<file path="config.mk">
export PLATFORM = sky130hd
export DESIGN_NAME = mc_ctrl
export DESIGN_NICKNAME = d
export VERILOG_FILES = /design/src/rtl/mc_ctrl.sv
export SDC_FILE = /design/constraint.sdc
export NUM_CORES = 1
export LEC_CHECK = 0
export CAP_MARGIN = 10
export CORE_MARGIN = 5
export CORE_UTILIZATION = 32
export DETAILED_ROUTE_END_ITERATION = 12
export GPL_ROUTABILITY_DRIVEN = 0
export PLACE_DENSITY = 0.77
export SYNTH_ARGS = -nofsm -noshare
export SYNTH_HDL_FRONTEND = slang
export SYNTH_SLANG_ARGS = --single-unit
</file>
<file path="constraint.sdc">
create_clock -name clk -period 1.4 [get_ports clk]
set_input_delay 0.14 -clock clk [delete_from_list [all_inputs] [get_ports clk]]
set_output_delay 0.14 -clock clk [all_outputs]
set_load 0.02 [all_outputs]
</file>
<file path="src/rtl/mc_ctrl.sv">
// mc_ctrl: multi-cycle main controller for the MIPS datapath.
// One state register; every control output is decoded from state, op, funct and zero.
module mc_ctrl (
   input  logic       clk,
   input  logic       reset,
   input  logic [5:0] op,
   input  logic [5:0] funct,
   input  logic       zero,
   output logic       PCWr,
   output logic [1:0] PCSrc,
   output logic       IRWr,
   output logic [1:0] EXTOp,
   output logic       ALUSrcB,
   output logic [2:0] ALUOp,
   output logic       RegWrite,
   output logic [1:0] RegDst,
   output logic [1:0] WDSel,
   output logic       MemWrite,
   output logic [2:0] state
);

   typedef enum logic [2:0] {
      FETCH  = 3'd0,
      DECODE = 3'd1,
      EXE    = 3'd2,
      MEM    = 3'd3,
      WB     = 3'd4
   } state_t;

   state_t st, nxt;

   logic rtype, addu, subu, jr, ori, lui, lw, sw, beq, j, jal;
   logic alu_rr, alu_imm;

   assign rtype = (op == 6'b000000);
   assign addu  = rtype && (funct == 6'b100001);
   assign subu  = rtype && (funct == 6'b100011);
   assign jr    = rtype && (funct == 6'b001000);
   assign ori   = (op == 6'b001101);
   assign lui   = (op == 6'b001111);
   assign lw    = (op == 6'b100011);
   assign sw    = (op == 6'b101011);
   assign beq   = (op == 6'b000100);
   assign j     = (op == 6'b000010);
   assign jal   = (op == 6'b000011);

   assign alu_rr  = addu || subu;
   assign alu_imm = ori || lui;

   always_ff @(posedge clk) begin
      if (reset) st <= FETCH;
      else       st <= nxt;
   end

   always_comb begin
      nxt      = FETCH;
      PCWr     = 1'b0;
      PCSrc    = 2'b00;
      IRWr     = 1'b0;
      EXTOp    = 2'b00;
      ALUSrcB  = 1'b0;
      ALUOp    = 3'b000;
      RegWrite = 1'b0;
      RegDst   = 2'b00;
      WDSel    = 2'b00;
      MemWrite = 1'b0;
      case (st)
         FETCH: begin
            IRWr = 1'b1;
            PCWr = 1'b1;
            nxt  = DECODE;
         end
         DECODE: begin
            if (j || jal) begin
               PCWr  = 1'b1;
               PCSrc = 2'b10;
               if (jal) begin
                  RegWrite = 1'b1;
                  RegDst   = 2'b10;
                  WDSel    = 2'b10;
               end
            end else if (jr) begin
               PCWr  = 1'b1;
               PCSrc = 2'b11;
            end else if (alu_rr || alu_imm || lw || sw || beq) begin
               nxt = EXE;
            end
         end
         EXE: begin
            if (alu_rr) begin
               ALUOp = subu ? 3'b001 : 3'b000;
               nxt   = WB;
            end else if (alu_imm) begin
               EXTOp   = lui ? 2'b10 : 2'b00;
               ALUSrcB = 1'b1;
               ALUOp   = 3'b010;
               nxt     = WB;
            end else if (lw || sw) begin
               EXTOp   = 2'b01;
               ALUSrcB = 1'b1;
               nxt     = MEM;
            end else if (beq) begin
               EXTOp = 2'b01;
               ALUOp = 3'b001;
               if (zero) begin
                  PCWr  = 1'b1;
                  PCSrc = 2'b01;
               end
            end
         end
         MEM: begin
            if (sw)      MemWrite = 1'b1;
            else if (lw) nxt      = WB;
         end
         WB: begin
            RegWrite = 1'b1;
            if (rtype) RegDst = 2'b01;
            if (lw)    WDSel  = 2'b01;
         end
         default: nxt = FETCH;
      endcase
      // an instruction caught by reset must not commit anything
      if (reset) begin
         PCWr     = 1'b0;
         IRWr     = 1'b0;
         RegWrite = 1'b0;
         MemWrite = 1'b0;
      end
   end

   assign state = st;

endmodule

</file>
==> metrics.yaml, run 1 <==
synth:
  synth_ff_type: "dfxtp_1"
  synth_cells: 69
  yosysUniqueCellTypes: 33
  synth.net_count: 84
  synthArstFlopShare_pct: 0
  synth-edff-count: 0
  ys.warnings.count: 0
  synth_area_um2: 445.4
  synth_area_per_cell_um2: 6.455
  yosysSeqAreaShare_pct: 13.48
  synth_seq_cells: 3
cells_and_area:
  area_growth_pct: 180.6
  n_fill_cell: 29
  largest_reg_flops: 3
  nets: 148
  layout-drive-gt1-share_pct: 69.70
  diodes: 0
job:
  cap_violations: 0
routing:
  drc: 0
  wl_mm: 3.557
  ant_nets: 0
  via_per_inst: 6.463
  first_iter_violations: 54
  wl_per_cell_um: 24.20
  routed-via-count: 950
  first_pass_iters: 7
clock_tree:
  clock_path_buffers: 2
  cts_sinks: 3
  clk_latency_ns: 0.24
  htree_num_levels: 1
  cts-root-buf: "clkbuf_4"
  path_clk_slew_ns: 0.04
  tritoncts: "built"
  cts_buffers: 3
floorplan:
  fp.dieW_um: 47.31
  start_util_pct: 34.23
  die_h_um: 47.31
  coreArea_um2: 1301
  rows: 13
  ioPinCount: 34
  die-area_um2: 2238
sta:
  layout_setup_ws_ns: -0.2813
  finalSetupViolations: 15
  setup_tns_ns: -2.323
  slew_violations: 0
  hold_slack_ns: 0.3995
  period_needed_ns: 1.681
  post-route-period-util_pct: 120.1
  max_freq_mhz: 594.8
  rsz0062_at_grt: "true"
  hold_viol_final: 0
  fin_worst_skew_ns: 0.001046
pwr:
  p_switching_uw: 179.8
  p_leak_nw: 0.5514
  pwr-share-comb_pct: 47.8
  power_frac_clock_pct: 33.3
  vdd_drop_max_mv: 0.3913
  swShare_pct: 37.10
  internal-power_uw: 304.8
  pwr-share-seq_pct: 18.8
  p_per_area_nw_per_um2: 387.7
critical_path:
  max_stage_delay_ns: 0.37
  critPathSlowestCell: "dfxtp_4"
  path_cells: "nor3b_4 > buf_4 > nand3_2 > a21oi_2 > buf_6"
  cp_max_fo: 4
  cp.arrival_ns: 1.54
  startpoint_type: "register"
  crit_required_ns: 1.26
  end_kind: "primary output"
  critical_path_class: "reg2out"
grt:
  grt_antenna_before_repair: 0
  grt_pass1_wl_mm: 3.553
  grt_use_total_pct: 22.32
  top_usage_layer: "met2"
  grt_pass1_vias: 862
  grtUsageMet1_pct: 22.35
  gr-total-overflow: 0
  grt_util_met2_pct: 45.45
  grt_max_degree: 8
  use_met3_pct: 3.065
placement:
  io_buffers: 32
  hpwl_mm: 1.658
  place_ws_ns: -1.019
min_path:
  hold_class: "in2reg"
outcome:
  status: "finished, violations left"
  violations: "negative setup slack"
==> kinds of logic after synthesis <==
kind of cell | count (synthesis) | synth area share, %
AO/OA/AOI/OAI | 12 | 21.07
buffers and inverters | 5 | 5.898
flip-flops | 3 | 13.48
other | 1 | 0.8419
AND/OR/NAND/NOR | 48 | 58.71
==> worst paths after layout <==
check | startpoint | endpoint | slack (ns) | cells past startpoint
worst max-delay path | state[0] | RegWrite | -0.28 | 5
worst min register to register | state[0] | state[0] | 0.64 | 2
worst max register to register | state[2] | state[1] | 0.08 | 5
worst min-delay path | op[4] | state[2] | 0.40 | 5
==> what timing repair did <==
action / 4_1_cts / 5_1_grt
buffers inserted: 2 / 5
endpoints found under the setup margin: 20 / 16
resized for setup: 142 / 26
pin swaps: 14 / 14
hold buffers: 0 / 0
==> layer usage <==
metal | vias to the layer above | part of all wire, %
li1 | 387 | -
met1 | 429 | 34
met2 | 98 | 49
met3 | 36 | 9.3
met4 | 0 | 8.0
met5 | - | 0
==> cell type report <==
cell class | instances | area, µm² | share of cell area, %
timing repair buffer | 63 | 566.8 | 45.35
sequential | 3 | 68.82 | 5.506
multi-input combinational | 61 | 565.5 | 45.25
clock buffer | 4 | 26.28 | 2.102
inverter | 1 | 3.754 | 0.3003
tap | 15 | 18.77 | 1.502
==> worst max-delay path: cells and delay by family (launching register included) <==
family                 cells  cell delay (ns)
buffers and inverters      2             0.32
and+or+nand+nor            2             0.40
DFF                        1             0.37
AOI/OAI and AO/OA          1             0.20
==> stage by stage <==
step / utilization (%) / instances / total power, mW / cell area [µm²]
after floorplan: - / 69 / 0.1580 / 528.0
after global placement: 78.37 / 136 / 0.2721 / 1020
final: 96.06 / 147 / 0.4846 / 1250
after global routing: 96.06 / 147 / 0.5076 / 1250
after detailed placement: 78.37 / 136 / 0.2760 / 1020
after CTS: 85.19 / 142 / 0.4334 / 1109
==> synth_stat cells, types with 2 or more instances <==
library cell  count  area [µm²]
dfxtp_1           3       60.06
nor3_1            4       20.02
buf_4             2       15.01
a21oi_1           3       15.01
nor2_1           11       41.29
nand4_1           3       18.77
nor4_1            3       18.77
clkbuf_1          2       7.510
nand3_1           7       35.03
nand2_1           7       26.28
nor3b_1           2       15.01
==> power by group through the flow <==
stage / combinational, mW / clock [mW] / sequential [mW]
floorplan: 0.0629 / 0 / 0.0951
global placement: 0.179 / 0 / 0.0929
detailed placement: 0.183 / 0 / 0.0931
CTS: 0.190 / 0.151 / 0.0923
global route: 0.244 / 0.172 / 0.0914
finish: 0.232 / 0.161 / 0.0913
==> layout by cell type (no fill, tap or decap), drive strengths merged, types with 4 or more instances in the layout <==
cell and count:
buf 53, nor2 11, nand2 7, nand3 7, dlygate4sd2 4, clkbuf 4
nor3 4
Note: power is estimated with default switching activity, not from simulation.
==> run 2: changes to the inputs <==
--- a/config.mk
+++ b/config.mk
@@ -11,6 +11,7 @@
 export DETAILED_ROUTE_END_ITERATION = 12
 export GPL_ROUTABILITY_DRIVEN = 0
 export PLACE_DENSITY = 0.77
+export REMOVE_ABC_BUFFERS = 1
 export SYNTH_ARGS = -nofsm -noshare
 export SYNTH_HDL_FRONTEND = slang
 export SYNTH_SLANG_ARGS = --single-unit
==> run 2 against run 1 <==
  * The flow still finishes with violations (negative setup slack)
  * Sequential cell count is the same
  * Sequential power shrank 0.5%
  * Fmax grew 2.3%
  * Sequential share of layout area grew 0.41 points
  * Clock power shrank 3%
  * Total power shrank 3.5%
  * Cell area shrank 6.9%
  * Combinational power shrank 5%
  * Clock skew grew 0.00074 ns
  * Via count shrank 4.8%
  * Critical endpoint is now PCWr
==> metrics.yaml, run 2 (same netlist as run 1, synthesis figures left out) <==
clock_tree:
  cts_buffers: 3  # unchanged
  cts-root-buf: "clkbuf_4"  # unchanged
  clock_path_buffers: 2  # unchanged
  clk_latency_ns: 0.24  # about the same
  tritoncts: "built"  # unchanged
  hold_buffers: 0  # unchanged
  htree_num_levels: 1  # unchanged
  path_clk_slew_ns: 0.04  # about the same
  cts_sinks: 3  # unchanged
outcome:
  status: "finished, violations left"  # unchanged
  violations: "negative setup slack"  # unchanged
critical_path:
  cp_max_fo: 4  # unchanged
  cp.arrival_ns: 1.50  # was 1.54 ns
  critical_path_class: "in2out"  # was reg2out
  r2r_cells: 5  # unchanged
  end_kind: "primary output"  # unchanged
  startpoint_type: "input port"  # was register
  r2r-start: "state[2]"  # unchanged
  crit_required_ns: 1.26  # about the same
  r2r_slack_ns: 0.08  # about the same
  r2r_end: "state[1]"  # unchanged
routing:
  via_per_inst: 6.108  # was 6.463
  wl_per_cell_um: 20.76  # was 24.20 µm
  first_iter_violations: 25  # was 54
  ant_nets: 0  # unchanged
  routed-via-count: 904  # was 950
  first_pass_iters: 6  # was 7
  wl_mm: 3.073  # was 3.557 mm
  drc: 0  # unchanged
cells_and_area:
  area_growth_pct: 161.2  # was 180.6%
  largest_reg_flops: 3  # unchanged
  diodes: 0  # unchanged
  design_area_um2: 1164  # was 1250 µm²
  layout_commonest_cell: "buf_4"  # unchanged
  nets: 149  # was 148
  finalNonFillerCells: 148  # was 147
  layout-drive-gt1-share_pct: 64.66  # was 69.70%
  final_util_pct: 89.42  # was 96.06%
  layout_common_cells: "buf_4 (36), buf_6 (12), nor2_1 (8)"  # was buf_4 (29), buf_6 (17), nand2_1 (5), buf_2 (5)
sta:
  period_needed_ns: 1.643  # was 1.681 ns
  hold_slack_ns: 0.4250  # was 0.3995 ns
  max_freq_mhz: 608.5  # was 594.8 MHz
  rsz0062_at_grt: "true"  # unchanged
  finalSetupViolations: 11  # was 15
  slew_violations: 0  # unchanged
  layout_setup_ws_ns: -0.2434  # was -0.2813 ns
  post-route-period-util_pct: 117.4  # was 120.1%
  setup_tns_ns: -1.456  # was -2.323 ns
  fin_worst_skew_ns: 0.001785  # was 0.001046 ns
  hold_viol_final: 0  # unchanged
grt:
  gr-total-overflow: 0  # unchanged
  grt_pass1_vias: 851  # was 862
  grt_max_degree: 8  # unchanged
  grt_antenna_before_repair: 0  # unchanged
  grt_use_total_pct: 23.73  # was 22.32%
  grt_pass1_wl_mm: 3.767  # was 3.553 mm
floorplan:
  coreArea_um2: 1301  # unchanged
  die_h_um: 47.31  # unchanged
  fp.dieW_um: 47.31  # unchanged
  die-area_um2: 2238  # unchanged
  ioPinCount: 34  # unchanged
  rows: 13  # unchanged
  start_util_pct: 34.23  # unchanged
min_path:
  hold_class: "in2reg"  # unchanged
  min_to: "state[2]"  # unchanged
  whs_path_depth: 5  # unchanged
  min_from: "op[4]"  # unchanged
pwr:
  p_per_area_nw_per_um2: 401.9  # was 387.7 nW/µm²
  p_total_uw: 467.7  # was 484.6 µW
  p_leak_nw: 0.5043  # was 0.5514 nW
  vdd_drop_max_mv: 0.2343  # was 0.3913 mV
placement:
  place_area_um2: 957.2  # was 1020 µm²
  place_ws_ns: -1.021  # was -1.019 ns
  io_buffers: 32  # unchanged
  hpwl_mm: 1.550  # was 1.658 mm
  place_inst: 138  # was 136
job:
  cap_violations: 0  # unchanged
-- run 2: final cells by class --
cell class | count | area [µm²]
clock buffer | 4 | 26.28
fill | 57 | 137.6
inverter | 1 | 3.754
multi-input combinational | 61 | 513.0
sequential | 3 | 68.82
tap | 15 | 18.77
timing repair buffer | 64 | 533.0
-- run 2: metal layers --
metal	vias up	track usage [%]	part of all wire (%)	wire, µm
li1	400	-	-	-
met1	400	25.78	34	1044
met4	0	12.15	5.0	153
met2	77	41.71	51	1575
met3	27	6.130	9.8	300
met5	-	0	0	0
-- run 2: report_power, final --
part | switching [mW] | leakage, nW | total, mW | internal [mW]
combinational | 0.110 | 0.463 | 0.221 | 0.111
sequential | 0.00433 | 0.0263 | 0.0908 | 0.0864
clock | 0.0488 | 0.0150 | 0.156 | 0.107
-- run 2: worst max-delay path by stage --
| stage | start | to | slack, ns |
|---|---|---|---|
| 3_5_place_dp | op[5] | PCWr | -1.02 |
| 6_report | op[5] | PCWr | -0.24 |
| 4_1_cts | op[2] | EXTOp[1] | -0.15 |
| 5_1_grt | op[5] | PCWr | -0.31 |
| 3_3_place_gp | op[5] | EXTOp[1] | -1.01 |
| 2_1_floorplan | state[0] | PCWr | -0.35 |
-- run 2: critical path: stages --
cell     delay (ns)
buf_4          0.13
nor4_2         0.35
buf_4          0.18
nand3_1        0.10
a211o_1        0.27
a31oi_1        0.17
buf_4          0.17
-- run 2: repair_timing --
| action | in CTS | in global routing |
|---|---|---|
| endpoints found under the setup margin | 19 | 16 |
| gates resized for setup | 137 | 23 |
| setup buffers | 1 | 5 |
| pin swaps | 18 | 14 |
==> run 3: changes to the inputs <==
--- a/config.mk
+++ b/config.mk
@@ -5,12 +5,13 @@
 export SDC_FILE = /design/constraint.sdc
 export NUM_CORES = 1
 export LEC_CHECK = 0
+export ABC_AREA = 1
 export CAP_MARGIN = 10
 export CORE_MARGIN = 5
-export CORE_UTILIZATION = 32
+export CORE_UTILIZATION = 33
 export DETAILED_ROUTE_END_ITERATION = 12
 export GPL_ROUTABILITY_DRIVEN = 0
-export PLACE_DENSITY = 0.77
+export PLACE_DENSITY = 0.74
 export REMOVE_ABC_BUFFERS = 1
 export SYNTH_ARGS = -nofsm -noshare
 export SYNTH_HDL_FRONTEND = slang
==> run 3 against run 2 <==
  * The run still ends with negative setup slack left
  * Register-to-register slack improved by 0.15 ns
  * Largest cell class unchanged
  * Non-clock buffer count fell by 9
  * Setup slack gained 0.20 ns
  * Die area increased by 13%
  * Area after synthesis increased by 20%
  * Sequential power is essentially flat
  * Clock power shrank 7%
  * Clock skew up 0.0019 ns
  * Critical path depth is 3 lower
  * Largest power group unchanged
  * Wire length shrank 36%
  * Sequential share of layout area up 0.67 points
==> metrics.yaml, run 3 <==
outcome:
  status: "finished, violations left"  # unchanged
  violations: "negative setup slack"  # unchanged
cells_and_area:
  layout-drive-gt1-share_pct: 56.00  # was 64.66%
  layout_common_cells: "buf_4 (34), nor2_1 (16), inv_1 (13)"  # was buf_4 (36), buf_6 (12), nor2_1 (8)
  layout_commonest_cell: "buf_4"  # unchanged
  nets: 166  # was 149
  final_util_pct: 71.10  # was 89.42%
  largest_reg_flops: 3  # unchanged
  area_growth_pct: 103.3  # was 161.2%
  diodes: 0  # unchanged
  finalNonFillerCells: 166  # was 148
sta:
  slew_violations: 0  # unchanged
  finalSetupViolations: 3  # was 11
  hold_viol_final: 0  # unchanged
  layout_setup_ws_ns: -0.04145  # was -0.2434 ns
  fin_worst_skew_ns: 0.003653  # was 0.001785 ns
  rsz0062_at_grt: "true"  # unchanged
  period_needed_ns: 1.441  # was 1.643 ns
  post-route-period-util_pct: 103.0  # was 117.4%
  max_freq_mhz: 693.7  # was 608.5 MHz
synth:
  synth-edff-count: 0  # unchanged
  synth_area_um2: 533.0  # was 445.4 µm²
  yosys-top-cells-count: "nor2_1 (19), inv_1 (17), nand2_1 (13)"  # was nor2_1 (11), nand2_1 (7), nand3_1 (7)
  yosysSeqAreaShare_pct: 11.27  # was 13.48%
  yosysTopAreaCellShare_pct: 13.38  # was 13.48%
  yosysUniqueCellTypes: 21  # was 33
  synth.area.top_cells: "nor2_1 (13%), inv_1 (12%), dfxtp_1 (11%)"  # was dfxtp_1 (13%), nor2_1 (9.3%), nand3_1 (7.9%)
  synth_seq_cells: 3  # unchanged
  synthArstFlopShare_pct: 0  # unchanged
  synth_top_cell_by_area: "nor2_1"  # was dfxtp_1
  yosysMostFrequentCell: "nor2_1"  # unchanged
  synth_ff_type: "dfxtp_1"  # unchanged
  ys.warnings.count: 0  # unchanged
  synth_cells: 93  # was 69
  synth_area_per_cell_um2: 5.731  # was 6.455 µm²
clock_tree:
  tritoncts: "built"  # unchanged
  clock_path_buffers: 2  # unchanged
  path_clk_slew_ns: 0.04  # about the same
  htree_num_levels: 1  # unchanged
  clk_latency_ns: 0.23  # was 0.24 ns
  cts_buffers: 3  # unchanged
  cts-root-buf: "clkbuf_4"  # unchanged
  hold_buffers: 0  # unchanged
  cts_sinks: 3  # unchanged
grt:
  use_met3_pct: 2.071  # was 6.130%
  top_usage_layer: "met2"  # unchanged
  grt_use_total_pct: 15.53  # was 23.73%
  grtUsageMet1_pct: 17.79  # was 25.78%
  grt_pass1_vias: 738  # was 851
  grt_antenna_before_repair: 0  # unchanged
  grt_max_degree: 7  # was 8
  grt_pass1_wl_mm: 3.167  # was 3.767 mm
  grt_util_met2_pct: 29.08  # was 41.71%
  gr-total-overflow: 0  # unchanged
routing:
  first_iter_violations: 10  # was 25
  first_pass_iters: 4  # was 6
  drc: 0  # unchanged
  via_per_inst: 4.699  # was 6.108
  ant_nets: 0  # unchanged
  routed-via-count: 780  # was 904
  wl_per_cell_um: 11.93  # was 20.76 µm
  wl_mm: 1.980  # was 3.073 mm
critical_path:
  cp.arrival_ns: 1.30  # was 1.50 ns
  crit_required_ns: 1.26  # about the same
  r2r_cells: 8  # was 5
  end_kind: "primary output"  # unchanged
  critical_path_class: "reg2out"  # was in2out
  startpoint_type: "register"  # was input port
  cp_max_fo: 6  # was 4
  r2r_end: "state[1]"  # unchanged
  r2r-start: "state[0]"  # was state[2]
  r2r_slack_ns: 0.23  # was 0.08 ns
floorplan:
  fp.dieW_um: 50.19  # was 47.31 µm
  coreArea_um2: 1524  # was 1301 µm²
  start_util_pct: 34.98  # was 34.23%
  rows: 14  # was 13
  die-area_um2: 2519  # was 2238 µm²
  ioPinCount: 34  # unchanged
  die_h_um: 50.19  # was 47.31 µm
placement:
  hpwl_mm: 1.600  # was 1.550 mm
  place_inst: 156  # was 138
  io_buffers: 32  # unchanged
min_path:
  whs_path_depth: 6  # was 5
  hold_class: "in2reg"  # unchanged
  min_from: "op[1]"  # was op[4]
  min_to: "state[1]"  # was state[2]
pwr:
  p_per_area_nw_per_um2: 366.3  # was 401.9 nW/µm²
  vdd_drop_max_mv: 0.4989  # was 0.2343 mV
  p_leak_nw: 0.5612  # was 0.5043 nW
job:
  cap_violations: 0  # unchanged
[run 3: changes by cell type after synthesis, moves of 3 or more]
cell	delta
nand2_2	+6
nor2_4	+3
nor2_2	+3
inv_1	+16
inv_2	+4
nand2_1	+6
nor3_1	-3
nor2_1	+8
nor4_1	-3
[run 3: metrics by stage]
step	TNS [ns]	area (µm²)	power [mW]	hold WS [ns]	setup slack [ns]
6_report	-0.05430	1084	0.3970	0.5110	-0.04145
3_5_place_dp	-9.097	985.9	0.2536	0.6788	-0.7249
4_1_cts	-0.2413	1013	0.4008	0.6240	-0.09011
2_1_floorplan	-0.0006829	518.0	0.1577	0.3217	-0.0006829
3_3_place_gp	-8.287	985.9	0.2513	0.6624	-0.6834
5_1_grt	-0.7044	1084	0.4272	0.5255	-0.1027
[run 3: kinds of logic after synthesis]
| group | count (synthesis) | share of synthesized area (%) |
|---|---|---|
| DFF | 3 | 11.27 |
| buffers and inverters | 23 | 17.60 |
| other | 1 | 0.7035 |
| and+or+nand+nor | 59 | 62.21 |
| AOI/OAI and AO/OA | 7 | 8.216 |
[run 3: metal layers]
layer / wire (µm) / share of wire, %
met4: 19 / 0.96
met5: 0 / 0
met1: 701 / 35
met3: 151 / 7.6
met2: 1107 / 56
[run 3: final cells by class]
cell class / count / area [µm²]
sequential: 3 / 71.32
timing repair buffer: 55 / 461.7
multi-input combinational: 67 / 425.4
tap: 16 / 20.02
fill: 124 / 440.4
inverter: 21 / 78.83
clock buffer: 4 / 26.28
[run 3: worst max path at each step]
stage,startpoint,end,slack [ns],cells past startpoint
after floorplan,state[0],RegWrite,-0.0007,4
after global placement,op[1],PCWr,-0.68,7
after detailed placement,op[1],PCWr,-0.72,9
after CTS,funct[0],PCWr,-0.09,9
after global routing,state[2],EXTOp[1],-0.10,4
final,state[2],EXTOp[1],-0.04,4
[run 3: worst max-delay path, cell delays in order, from the launching register on]
cell	delay (ns)
dfxtp_4	0.36
nor3_4	0.29
nand2_2	0.10
nor3b_2	0.16
buf_4	0.16
[run 3: what timing repair did]
| action | CTS | global route |
|---|---|---|
| buffers inserted | 4 | 2 |
| pin swaps | 9 | 14 |
| endpoints found under the setup margin | 18 | 15 |
| resized for setup | 90 | 30 |
[run 3: power by group]
part	switching, mW	total (mW)	internal [mW]
sequential	0.00570	0.0905	0.0848
combinational	0.0816	0.161	0.0797
clock	0.0388	0.145	0.106
total	0.126	0.397	0.271
